### src/rtl/idu_pkg.sv
// idu_pkg: opcodes, immediate/class enums and the decoded bundle shared by the decode queue.
package idu_pkg;
    localparam logic [6:0] OPC_LUI    = 7'b0110111;
    localparam logic [6:0] OPC_AUIPC  = 7'b0010111;
    localparam logic [6:0] OPC_JAL    = 7'b1101111;
    localparam logic [6:0] OPC_JALR   = 7'b1100111;
    localparam logic [6:0] OPC_BRANCH = 7'b1100011;
    localparam logic [6:0] OPC_LOAD   = 7'b0000011;
    localparam logic [6:0] OPC_STORE  = 7'b0100011;
    localparam logic [6:0] OPC_OPIMM  = 7'b0010011;
    localparam logic [6:0] OPC_OP     = 7'b0110011;
    localparam logic [6:0] OPC_SYSTEM = 7'b1110011;

    typedef enum logic [2:0] {IMM_R, IMM_I, IMM_S, IMM_B, IMM_U, IMM_J} imm_type_e;
    typedef enum logic [3:0] {
        CLS_ALU, CLS_LUI, CLS_AUIPC, CLS_JAL, CLS_JALR,
        CLS_BRANCH, CLS_LOAD, CLS_STORE, CLS_SYSTEM, CLS_MULDIV
    } op_class_e;

    typedef struct packed {
        logic [31:0] pc;
        logic [6:0]  opcode;
        logic [2:0]  func3;
        logic        func7b5;
        logic [4:0]  rs1;
        logic [4:0]  rs2;
        logic [4:0]  rd;
        logic [31:0] imm;
        imm_type_e   imm_type;
        op_class_e   op_class;
        logic        regen;
        logic        pcjen;
        logic        pcren;
        logic        jalen;
        logic        illegal;
    } dec_t;

    function automatic logic [31:0] imm_gen(input imm_type_e t, input logic [31:0] i);
        case (t)
            IMM_I:   imm_gen = {{20{i[31]}}, i[31:20]};
            IMM_S:   imm_gen = {{20{i[31]}}, i[31:25], i[11:7]};
            IMM_B:   imm_gen = {{19{i[31]}}, i[31], i[7], i[30:25], i[11:8], 1'b0};
            IMM_U:   imm_gen = {i[31:12], 12'b0};
            IMM_J:   imm_gen = {{11{i[31]}}, i[31], i[19:12], i[20], i[30:21], 1'b0};
            default: imm_gen = '0;
        endcase
    endfunction
endpackage

### src/rtl/idu_decode_comb.sv
// idu_decode_comb: combinational RV32I/RV32E decoder producing one dec_t bundle.
// Defining IDU_RV32M_EN decodes OP with func7=0x01 as MULDIV instead of flagging it illegal.
module idu_decode_comb
    import idu_pkg::*;
#(
    parameter int NREG = 32
) (
    input  logic [31:0] i_pc,
    input  logic [31:0] i_inst,
    output dec_t        o_dec
);
    logic [6:0] w_opc, w_f7;
    logic [2:0] w_f3, w_en;
    logic       w_known, w_regbad, w_ill;
    imm_type_e  w_typ;
    op_class_e  w_cls;

    always_comb begin
        w_opc   = i_inst[6:0];
        w_f3    = i_inst[14:12];
        w_f7    = i_inst[31:25];
        w_cls   = CLS_ALU;
        w_typ   = IMM_R;
        w_en    = 3'b000;
        w_known = 1'b1;
        case (w_opc)
            OPC_LUI:    begin w_cls = CLS_LUI;    w_typ = IMM_U; w_en = 3'b100; end
            OPC_AUIPC:  begin w_cls = CLS_AUIPC;  w_typ = IMM_U; w_en = 3'b101; end
            OPC_JAL:    begin w_cls = CLS_JAL;    w_typ = IMM_J; w_en = 3'b111; end
            OPC_JALR:   begin w_cls = CLS_JALR;   w_typ = IMM_I; w_en = 3'b110; end
            OPC_BRANCH: begin w_cls = CLS_BRANCH; w_typ = IMM_B; w_en = 3'b011; end
            OPC_LOAD:   begin w_cls = CLS_LOAD;   w_typ = IMM_I; w_en = 3'b100; end
            OPC_STORE:  begin w_cls = CLS_STORE;  w_typ = IMM_S; end
            OPC_OPIMM:  begin w_typ = IMM_I; w_en = 3'b100; end
            OPC_SYSTEM: begin w_cls = CLS_SYSTEM; w_typ = IMM_I; end
            OPC_OP: begin
                w_en    = 3'b100;
                w_known = (w_f7 == 7'h00) || (w_f7 == 7'h20 && (w_f3 == 3'd0 || w_f3 == 3'd5));
`ifdef IDU_RV32M_EN
                if (w_f7 == 7'h01) begin
                    w_cls   = CLS_MULDIV;
                    w_known = 1'b1;
                end
`endif
            end
            default: w_known = 1'b0;
        endcase
        // RV32E: only register fields the format actually uses may exceed x15
        w_regbad = (NREG == 16) &&
                   ((w_typ != IMM_S && w_typ != IMM_B && i_inst[11]) ||
                    (w_typ != IMM_U && w_typ != IMM_J && i_inst[19]) ||
                    ((w_typ == IMM_R || w_typ == IMM_S || w_typ == IMM_B) && i_inst[24]));
        w_ill = (i_inst[1:0] != 2'b11) || !w_known || w_regbad;
        o_dec          = '0;
        o_dec.pc       = i_pc;
        o_dec.opcode   = w_opc;
        o_dec.func3    = w_f3;
        o_dec.func7b5  = i_inst[30];
        o_dec.rs1      = i_inst[19:15];
        o_dec.rs2      = i_inst[24:20];
        o_dec.rd       = i_inst[11:7];
        o_dec.imm      = w_ill ? '0 : imm_gen(w_typ, i_inst);
        o_dec.imm_type = w_typ;
        o_dec.op_class = w_cls;
        o_dec.regen    = !w_ill && w_en[2];
        o_dec.pcjen    = !w_ill && w_en[1];
        o_dec.pcren    = !w_ill && w_en[0];
        o_dec.jalen    = !w_ill && w_en[2] && w_en[1];
        o_dec.illegal  = w_ill;
    end
endmodule

### src/rtl/idu_decode_queue.sv
// idu_decode_queue: decodes IFU instructions and buffers the bundles in a DEPTH-entry FIFO toward EXU.
// Build option IDU_RV32M_EN enables MULDIV decode in the decoder.
module idu_decode_queue
    import idu_pkg::*;
#(
    parameter int DEPTH = 2,
    parameter int NREG  = 32
) (
    input  logic        clk,
    input  logic        rst_n,
    input  logic        flush,
    input  logic        in_valid,
    output logic        in_ready,
    input  logic [31:0] in_pc,
    input  logic [31:0] in_inst,
    output logic        out_valid,
    input  logic        out_ready,
    output dec_t        out_dec
);
    localparam int AW = $clog2(DEPTH);

    dec_t          r_mem [DEPTH];
    logic [AW-1:0] r_wr, r_rd;
    logic [AW:0]   r_count;
    dec_t          w_dec;
    logic          w_push, w_pop;

    idu_decode_comb #(.NREG(NREG)) u_dec (.i_pc(in_pc), .i_inst(in_inst), .o_dec(w_dec));

    assign in_ready  = r_count != (AW+1)'(DEPTH);
    assign out_valid = r_count != '0;
    assign out_dec   = r_mem[r_rd];
    assign w_push    = in_valid && in_ready && !flush;
    assign w_pop     = out_valid && out_ready && !flush;

    always_ff @(posedge clk or negedge rst_n) begin
        if (!rst_n) begin
            r_wr    <= '0;
            r_rd    <= '0;
            r_count <= '0;
            for (int k = 0; k < DEPTH; k++) r_mem[k] <= '0;
        end else if (flush) begin
            r_wr    <= '0;
            r_rd    <= '0;
            r_count <= '0;
        end else begin
            if (w_push) begin
                r_mem[r_wr] <= w_dec;
                r_wr        <= r_wr + AW'(1);
            end
            if (w_pop) r_rd <= r_rd + AW'(1);
            r_count <= r_count + (AW+1)'(w_push) - (AW+1)'(w_pop);
        end
    end
endmodule

### config.mk
export PLATFORM = sky130hd
export DESIGN_NAME = idu_decode_queue
export DESIGN_NICKNAME = d
export VERILOG_FILES = /design/src/rtl/idu_pkg.sv /design/src/rtl/idu_decode_comb.sv /design/src/rtl/idu_decode_queue.sv
export SDC_FILE = /design/constraint.sdc
export NUM_CORES = 1
export LEC_CHECK = 0
export BUFFER_PORTS_ARGS = -buffer_cell sky130_fd_sc_hd__buf_2
export CORE_UTILIZATION = 49
export DETAILED_ROUTE_END_ITERATION = 6
export PLACE_DENSITY_LB_ADDON = 0.15
export SYNTH_ARGS = -nofsm -noshare
export SYNTH_HDL_FRONTEND = slang
export SYNTH_SLANG_ARGS = --single-unit
### constraint.sdc
create_clock -name clk -period 1.6 [get_ports clk]
set_input_delay 0.32 -clock clk [delete_from_list [all_inputs] [get_ports clk]]
set_output_delay 0.32 -clock clk [all_outputs]
set_load 0.005 [all_outputs]
==> impl_metrics.env, run 1 <==
export IMPL_clkLatencyLatePin_ps=520
export IMPL_path_cells="buf_12, buf_12, mux2_2, buf_6"
export IMPL_antenna_left=0
export IMPL_synthAdderAreaFrac_pct=0.260
export IMPL_tightestPinTransition_ps=513
export IMPL_start_util_pct=50.7
export IMPL_synth_fp_nets=1087
export IMPL_muxShareOfSynthArea_pct=12.5
export IMPL_wirelength_um=29600
export IMPL_drive_above_1_share_pct=46.3
export IMPL_path_common_cell="buf_12"
export IMPL_violations="setup timing"
export IMPL_grt_overflow=0
export IMPL_ys_flop_type="dfrtp_1"
export IMPL_synth_distinct_cells=54
export IMPL_synthSimpleGateAreaFrac_pct=20.6
export IMPL_syn_cell_area_um2=9620
export IMPL_cts_reportedPaths_clkPinSlew_ps=60
export IMPL_setup_violations=192
export IMPL_die_area_um2=20200
export IMPL_die_w_um=142
export IMPL_outcome="finished with violations"
export IMPL_vdd_drop_max_mv=0.998
export IMPL_grt_pass1_vias=7799
export IMPL_crit_type="flop to output pin"
export IMPL_syn_inst=1016
export IMPL_async_flop_share_pct=100
export IMPL_max_stage_delay_ps=510
export IMPL_crit_buf_inv=3
export IMPL_nFillCells=1432
export IMPL_synth_top_family_by_area="simple AND/OR/NAND/NOR gates"
export IMPL_crit_required_ps=1280
export IMPL_finClkSkew_ps=6.79
export IMPL_end_kind="output pin"
export IMPL_area_growth_pct=43.8
export IMPL_place_gp_congestion=0.881
export IMPL_grt_start_max_net_pins=76
export IMPL_wl_per_cell_um=18.8
export IMPL_rows=50
export IMPL_timing_max_cap_violations=0
export IMPL_fmax_mhz=473
export IMPL_antenna_found_initial=0
export IMPL_crit_family="flip-flops"
export IMPL_cp_data_arrival_time_ps=1800
export IMPL_numCtsBuffers=24
export IMPL_die_h_um=142
export IMPL_viasPerCell=5.34
export IMPL_cts_buffer_depth=3
export IMPL_placeableCoreArea_um2=19000
export IMPL_hold_path_class="primary input to flop"
export IMPL_p_total_mw=18.4
export IMPL_synth_seq_cells=208
export IMPL_leakage_nw=7.01
export IMPL_min_period_ps=2120
export IMPL_finalHoldViolations=0
export IMPL_power_density_nw_per_um2=1330
export IMPL_yosysWarnings=0
export IMPL_dr_pass1_iters=5
export IMPL_synth_top_area_share_pct=54.1
export IMPL_synth_top_cell_by_area="dfrtp_1"
export IMPL_rsz0062_at_grt="true"
export IMPL_syn_avg_cell_area_um2=9.47
export IMPL_synthTopCellsByArea="dfrtp_1 54%, nand2_1 17%, mux2_2 13%"
export IMPL_worstSetupStartpointType="flop"
export IMPL_finalMaxSlewViolations=0
export IMPL_ios=173
export IMPL_drtIter0Drc=484
export IMPL_dpl_hpwl_um=16800
export IMPL_synth_compound_area_share_pct=8.35
export IMPL_clock_sinks=208
export IMPL_synthXorXnorAreaFrac_pct=0.728
export IMPL_slew_headroom_pct=65.5
export IMPL_synth_edf_count=0
export IMPL_fin_ws_ps=-515
export IMPL_ys_seq_area_share_pct=54.1
export IMPL_nets=1366
export IMPL_vias=8393
export IMPL_cts_tree="built"
export IMPL_htreeDepth=1
export IMPL_grt_first_pass_wirelength_um=40500
export IMPL_cts_root_buf="clkbuf_16"
export IMPL_n_antenna_cell=0
export IMPL_path_max_fanout=9
export IMPL_grtUsageTotal_pct=25.6
export IMPL_drc_errors=0
export IMPL_place_inst=1464
export IMPL_portBuffers=172
export IMPL_cp_slowest_cell="dfrtp_4"
export IMPL_post_route_period_util_pct=132
export IMPL_layout_cells_non_filler=1572
[area by class of cell]
class	instances	area [µm²]	share of cell area (%)
clock inverters	4	20.0	0.145
inverters	2	7.51	0.0543
clock buffers	39	748	5.41
repair buffers	315	2830	20.4
multi-input cells	744	4690	33.9
well taps	260	325	2.35
flip-flops and latches	208	5210	37.7
[where the power goes]
group | switching (mW) | internal, mW
Combinational | 2.61 | 3.00
Clock | 2.15 | 3.17
Sequential | 0.826 | 6.67
[metrics by stage]
step                setup TNS, ps  area (µm²)  setup WS [ps]  utilization (%)  hold slack (ps)
finish                     -53990       13800           -515             73.0             7.94
global route               -66740       13800           -566             73.0             18.1
detailed placement          -3100       11300           -119             59.7              260
floorplan                       0        9650           24.9                -             24.4
global placement             -902       11300          -75.5             59.7              260
CTS                        -50850       12500           -532             65.8             1.09
[worst min-delay path, stage by stage]
cell,delay [ps]
buf_2,90
nand2_1,40
nand2_1,40
[what timing repair did]
item	4_1_cts	5_1_grt
hold endpoints to repair	39	0
hold buffers	9	0
resized for setup	28	216
pin swaps	3	105
cloned	4	30
buffers inserted	10	14
endpoints found under the setup margin	133	209
[placed cells by master (no fill, tap or decap), types with 3 or more instances in the layout]
cell type,Yosys,final
nand4bb_1,3,3
buf_16,0,5
nor3_1,6,5
buf_4,2,64
clkbuf_1,27,7
a21oi_1,7,7
buf_8,0,4
mux2_2,107,102
o21ai_0,40,22
xor2_1,5,5
nand2_4,0,30
clkbuf_8,0,8
a21oi_2,12,12
nand2_2,1,67
nand2_1,442,345
clkbuf_16,0,43
dfrtp_1,208,205
buf_12,0,20
or3_4,0,3
buf_6,5,36
and2_1,4,4
nor2_2,2,6
o21ai_2,0,19
buf_2,27,158
o21ai_1,37,36
a31oi_1,9,9
mux2_4,0,5
nor2_1,19,15
dlygate4sd3_1,0,9
clkinv_2,0,4
a22oi_1,8,8
[routing by layer]
metal  vias up  global-route usage (%)  part of all wire, %
met5         -                       0                    0
met4         0                    7.64                  3.1
met3        49                    4.78                  5.7
met2       291                    40.9                   48
met1      4133                    35.6                   43
li1       3920                       -                    -
[Yosys cell counts (2+ instances only)]
cell	n
o21ai_1	37
xor2_1	5
nor2_1	19
clkbuf_1	27
inv_1	2
a22oi_1	8
and2_1	4
a22o_1	2
ha_1	2
buf_4	2
buf_6	5
or2_2	2
o31ai_1	2
nand2_1	442
buf_1	3
nand4bb_1	3
xnor2_1	3
nand3_1	2
a21oi_1	7
nor3_1	6
a21oi_2	12
nor2b_1	2
mux2_2	107
a31oi_1	9
nor2_2	2
buf_2	27
o21ai_0	40
dfrtp_1	208
[worst paths after layout]
check | start | to | slack [ps] | depth (start not counted)
max in group asynchronous | rst_n | r_mem[117]$_DFFE_PN0P_ | 690 | 3
hold reg to reg | r_mem[51]$_DFFE_PN0P_ | r_mem[51]$_DFFE_PN0P_ | 460 | 2
setup reg to reg | r_count[0]$_DFF_PN0_ | r_mem[113]$_DFFE_PN0P_ | -130 | 7
min in group asynchronous | rst_n | r_mem[24]$_DFFE_PN0P_ | 280 | 2
setup / recovery | r_rd$_DFFE_PN0P_ | out_dec[48] | -520 | 4
hold / removal | in_pc[10] | r_mem[182]$_DFFE_PN0P_ | 8 | 3
[kinds of logic after synthesis]
logic type / after synthesis
buffers and inverters: 67
muxes: 107
AOI/OAI and AO/OA: 129
and+or+nand+nor: 495
DFF: 208
xor gates and xnor gates: 8
adders and majority gates: 2
[state kept, by name, indices dropped and copies added (netlist names)]
signal,flops
r_count,2
r_mem,204
r_rd,1
r_wr,1
No activity file was read; power rests on OpenSTA's default activity.
==> inputs of run 2 (changes only) <==
Clock period 1.6 ns to 2.65 ns, I/O delays scaled along.
==> run 2 against run 1 <==
The run now ends clean. Cell count fell by 8.1%. Largest power group unchanged. Clock power fell by 37%. Critical path type unchanged. Design area fell by 16%.
==> impl_metrics.env, run 2 (synthesis results as in run 1) <==
export IMPL_post_route_period_util_pct=94.2
export IMPL_largest_reg_flops=204
export IMPL_outcome="complete, no violations"
export IMPL_dr_pass1_iters=5
export IMPL_antenna_found_initial=0
export IMPL_tightestPinTransition_ps=672
export IMPL_clock_sinks=208
export IMPL_setup_violations=0
export IMPL_rrSetupSlack_ps=730
export IMPL_crit_required_ps=2120
export IMPL_numCtsBuffers=23
export IMPL_min_period_ps=2500
export IMPL_rows=50
export IMPL_nets=1241
export IMPL_portBuffers=172
export IMPL_dpl_hpwl_um=15400
export IMPL_r2r_start="r_count[0]$_DFF_PN0_"
export IMPL_hold_end="r_mem[184]$_DFFE_PN0P_"
export IMPL_final_common_cell="nand2_1"
export IMPL_reg_top3="r_mem (204), r_count (2)"
export IMPL_grt_pass1_vias=7251
export IMPL_cts_root_buf="clkbuf_16"
export IMPL_fin_ws_ps=153
export IMPL_die_w_um=142
export IMPL_nFillCells=1676
export IMPL_clkLatencyLatePin_ps=510
export IMPL_htreeDepth=1
export IMPL_cts_resized=0
export IMPL_n_antenna_cell=0
export IMPL_finalHoldViolations=0
export IMPL_dp_slack_ps=429
export IMPL_finalMaxSlewViolations=0
export IMPL_end_kind="output pin"
export IMPL_max_flop_register="r_mem"
export IMPL_leakage_nw=5.88
export IMPL_vias=7423
export IMPL_path_max_fanout=28
export IMPL_r2r_end="r_mem[107]$_DFFE_PN0P_"
export IMPL_wl_per_cell_um=16.3
export IMPL_grtUsageTotal_pct=24.4
export IMPL_finClkSkew_ps=9.75
export IMPL_vdd_drop_max_mv=0.545
export IMPL_worstHoldStart="in_pc[12]"
export IMPL_placeableCoreArea_um2=19000
export IMPL_cp_data_arrival_time_ps=1970
export IMPL_drive_above_1_share_pct=30.4
export IMPL_wirelength_um=23500
export IMPL_grt_overflow=0
export IMPL_fmax_mhz=401
export IMPL_most_common_layout_cells="442 x nand2_1, 207 x dfrtp_1, 171 x buf_2, 107 x mux2_2, 40 x o21ai_0"
export IMPL_die_h_um=142
export IMPL_area_growth_pct=20.4
export IMPL_ios=173
export IMPL_drc_errors=0
export IMPL_place_area_um2=10800
export IMPL_rsz0062_at_grt="false"
export IMPL_antenna_left=0
export IMPL_setup_tns_ps=0
export IMPL_die_area_um2=20200
export IMPL_start_util_pct=50.7
export IMPL_rr_worst_depth=5
export IMPL_hold_path_class="primary input to flop"
export IMPL_whs_path_depth=3
export IMPL_timing_hold_ws_ps=231
export IMPL_worstSetupStartpointType="flop"
export IMPL_grt_first_pass_wirelength_um=38700
export IMPL_fin_area_um2=11600
export IMPL_slew_headroom_pct=55.2
export IMPL_power_density_nw_per_um2=886
export IMPL_cts_buffer_depth=3
export IMPL_crit_type="flop to output pin"
export IMPL_cts_tree="built"
export IMPL_place_gp_congestion=0.916
export IMPL_drtIter0Drc=435
export IMPL_cts_reportedPaths_clkPinSlew_ps=60
export IMPL_viasPerCell=5.14
export IMPL_grt_start_max_net_pins=94
export IMPL_timing_max_cap_violations=0
==> run 2: changes by cell type in the layout (fill, tap and decap cells not counted), moves of 8 or more <==
cell and delta:
buf_12 -11, buf_2 +13, buf_4 -52, buf_6 -36
clkbuf_16 -20, dlygate4sd3_1 -8, nand2_1 +97, nand2_2 -66
nand2_4 -30, o21ai_0 +18, o21ai_2 -19
==> run 2: layer usage <==
metal	wire length (µm)	vias to the layer above	GRT usage, %
met2	10700	185	38.5
met1	11000	3574	34.6
met3	1410	28	4.58
met4	378	0	5.89
met5	0	-	0
li1	-	3636	-
==> run 2: how the worst max path moves through the flow <==
stage                                 from  slack, ps                     end  cells past startpoint
after floorplan                      flush        890    r_count[0]$_DFF_PN0_                      6
after global placement          in_inst[5]        530  r_mem[134]$_DFFE_PN0P_                      7
after detailed placement        in_inst[3]        430  r_mem[134]$_DFFE_PN0P_                      7
after CTS                 r_rd$_DFFE_PN0P_        110             out_dec[95]                      3
after global routing      r_rd$_DFFE_PN0P_         60             out_dec[91]                      3
final                     r_rd$_DFFE_PN0P_        150             out_dec[23]                      3
==> run 2: final cells by class <==
| class | instances | area [µm²] | area share, % |
|---|---|---|---|
| Inverter | 2 | 7.51 | 0.0648 |
| Tap cell | 260 | 325 | 2.81 |
| Timing Repair Buffer | 194 | 1150 | 9.93 |
| Clock buffer | 33 | 653 | 5.64 |
| Sequential cell | 208 | 5210 | 45.0 |
| Multi-Input combinational cell | 741 | 4100 | 35.4 |
| Clock inverter | 6 | 136 | 1.18 |
==> run 2: repair_timing <==
action,4_1_cts,5_1_grt
endpoints found under the hold margin,42,0
setup buffers,0,0
hold buffers,1,0
==> run 2: report_power, final <==
part           internal (mW)  switching, mW  leakage, nW
clock network           2.10           1.27        0.386
logic                   1.20           1.23         2.80
registers               4.02          0.453         2.69
total                   7.32           2.95         5.88
==> run 2: critical path, stage by stage, from the launching register on <==
cell	delay (ps)
dfrtp_4	660
buf_12	250
mux2_2	400
buf_2	140
==> run 2: per-stage QoR <==
stage / cells / utilization, % / power, mW
detailed placement: 1404 / 56.9 / 6.97
floorplan: 1016 / - / 5.94
global route: 1444 / 61.1 / 10.9
finish: 1444 / 61.1 / 10.3
CTS: 1444 / 61.1 / 10.4
global placement: 1404 / 56.9 / 6.91
==> inputs of run 3 (changes only) <==
Settings changed: CTS_BUF_LIST from default to sky130_fd_sc_hd__clkbuf_2 sky130_fd_sc_hd__clkbuf_4 sky130_fd_sc_hd__clkbuf_8.
Clock period 2.65 ns to 2.5 ns, I/O delays scaled along.
==> run 3 against run 2 <==
The run now ends with DRC left. Sequential power rose by 5.8%. Clock skew rose by 17 ps. Worst hold slack got worse by 31 ps. Via count rose by 0.20%. Utilization rose by 0.33 points. Routed wire length rose by 1.7%. Clock-buffer cell count rose by 26. Register-to-register slack got worse by 70 ps. Critical path depth did not move. Critical endpoint unchanged. Highest routed layer unchanged.
==> impl_metrics.env, run 3 (synthesis results as in run 1) <==
export IMPL_outcome="finished with violations"
export IMPL_violations="DRC"
export IMPL_cp_data_arrival_time_ps=1890
export IMPL_finalMaxSlewViolations=0
export IMPL_tightestPinTransition_ps=566
export IMPL_placeableCoreArea_um2=19000
export IMPL_vias=7438
export IMPL_power_frac_clock_pct=30.7
export IMPL_dr_pass1_iters=7
export IMPL_finalHoldViolations=0
export IMPL_most_common_layout_cells="442 x nand2_1, 207 x dfrtp_1, 171 x buf_2, 107 x mux2_2, 47 x clkbuf_8"
export IMPL_ios=173
export IMPL_max_flop_register="r_mem"
export IMPL_place_gp_congestion=0.914
export IMPL_antenna_left=0
export IMPL_numCtsBuffers=37
export IMPL_die_w_um=142
export IMPL_hold_path_class="primary input to flop"
export IMPL_antenna_found_initial=0
export IMPL_path_max_fanout=35
export IMPL_post_route_period_util_pct=95.7
export IMPL_switching_share_pct=29.4
export IMPL_slew_headroom_pct=62.1
export IMPL_fmax_mhz=418
export IMPL_start_util_pct=50.7
export IMPL_place_area_um2=10800
export IMPL_fin_area_um2=11600
export IMPL_nFillCells=1698
export IMPL_cts_buffer_depth=3
export IMPL_final_common_cell="nand2_1"
export IMPL_dpl_hpwl_um=16000
export IMPL_internal_power_mw=7.50
export IMPL_portBuffers=172
export IMPL_combinationalPowerShare_pct=24.7
export IMPL_end_kind="output pin"
export IMPL_worstHoldStart="in_pc[26]"
export IMPL_place_inst=1413
export IMPL_clkLatencyLatePin_ps=520
export IMPL_crit_type="flop to output pin"
export IMPL_crit_start="r_rd$_DFFE_PN0P_"
export IMPL_grt_pass1_vias=7569
export IMPL_multi_input_area_um2=4100
export IMPL_rsz0062_at_grt="false"
export IMPL_switchingPower_mw=3.13
export IMPL_die_area_um2=20200
export IMPL_drive_above_1_share_pct=32.8
export IMPL_power_density_nw_per_um2=912
export IMPL_grt_overflow=0
export IMPL_worstSetupStartpointType="flop"
export IMPL_cts_root_buf="clkbuf_8"
export IMPL_viasPerCell=5.04
export IMPL_drc_errors=3
export IMPL_min_period_ps=2390
export IMPL_nets=1265
export IMPL_seqCellArea_um2=5210
export IMPL_setup_tns_ps=0
export IMPL_setup_violations=0
export IMPL_wirelength_um=23900
export IMPL_grtUsageTotal_pct=24.9
export IMPL_rrSetupSlack_ps=660
export IMPL_wl_per_cell_um=16.2
export IMPL_htreeDepth=2
export IMPL_n_antenna_cell=0
export IMPL_die_h_um=142
export IMPL_timing_max_cap_violations=0
export IMPL_finClkSkew_ps=27.1
export IMPL_reg_top3="r_mem (204), r_count (2)"
export IMPL_drtIter0Drc=353
export IMPL_cts_reportedPaths_clkPinSlew_ps=60
export IMPL_p_seq_share_pct=44.5
export IMPL_leakage_nw=5.96
export IMPL_area_growth_pct=21.0
export IMPL_cts_tree="built"
export IMPL_grt_first_pass_wirelength_um=39500
export IMPL_largest_reg_flops=204
export IMPL_r2r_start="r_count[1]$_DFF_PN0_"
export IMPL_rows=50
export IMPL_grt_start_max_net_pins=83
export IMPL_layout_cells_non_filler=1477
export IMPL_clock_sinks=208
export IMPL_crit_required_ps=2000
export IMPL_vdd_drop_max_mv=0.605
## run 3: changes by cell type in the layout (fill, tap and decap cells not counted), sizes merged
| cell | previous run | this run |
|---|---|---|
| clkbuf | 34 | 60 |
| buf | 192 | 202 |
| bufinv | 4 | 1 |
| clkinvlp | 0 | 1 |
| inv | 3 | 2 |
## run 3: metal layers
metal	track usage, %	up-vias	share of wire [%]
met5	0	-	0
met2	38.3	194	45
li1	-	3692	-
met3	4.74	31	5.4
met1	35.6	3521	47
met4	7.98	0	2.0
## run 3: layout make-up
cell class	instances	area share (%)
clock buffers	59	6.28
well taps	260	2.79
repair buffers	204	10.6
inverters	2	0.0645
flip-flops and latches	208	44.7
multi-input cells	741	35.2
clock inverters	3	0.365
## run 3: worst max-delay path: stages (launching register included)
cell and delay, ps:
dfrtp_4 570, buf_12 260, mux2_2 400, buf_2 140
## run 3: per-stage QoR
stage          power, mW  util [%]  setup slack, ps  hold WS [ps]
5_1_grt             11.3      61.4             28.8           180
3_3_place_gp        7.35      57.2              442           452
3_5_place_dp        7.42      57.2              412           456
4_1_cts             10.8      61.4             90.1           174
6_report            10.6      61.4              108           200
2_1_floorplan       6.30         -              770           204
## run 3: power groups by stage
| stage | sequential [mW] | combinational (mW) | clock [mW] |
|---|---|---|---|
| 2_1_floorplan | 4.62 | 1.68 | 0 |
| 3_3_place_gp | 4.77 | 2.59 | 0 |
| 3_5_place_dp | 4.79 | 2.63 | 0 |
| 4_1_cts | 4.73 | 2.67 | 3.35 |
| 5_1_grt | 4.84 | 2.98 | 3.51 |
| 6_report | 4.73 | 2.63 | 3.26 |
## run 3: final timing paths
check	end	cells after the start
min	r_mem[96]$_DFFE_PN0P_	3
min in group asynchronous	r_mem[165]$_DFFE_PN0P_	2
max	out_dec[23]	3
max in group asynchronous	r_mem[192]$_DFFE_PN0P_	3
min reg2reg	r_mem[56]$_DFFE_PN0P_	2
max reg2reg	r_mem[164]$_DFFE_PN0P_	7
## run 3: repair_timing
action,CTS,global route
setup buffers,1,0
endpoints found under the setup margin,39,0
resized for setup,0,0
endpoints found under the hold margin,53,0
hold buffers,1,0
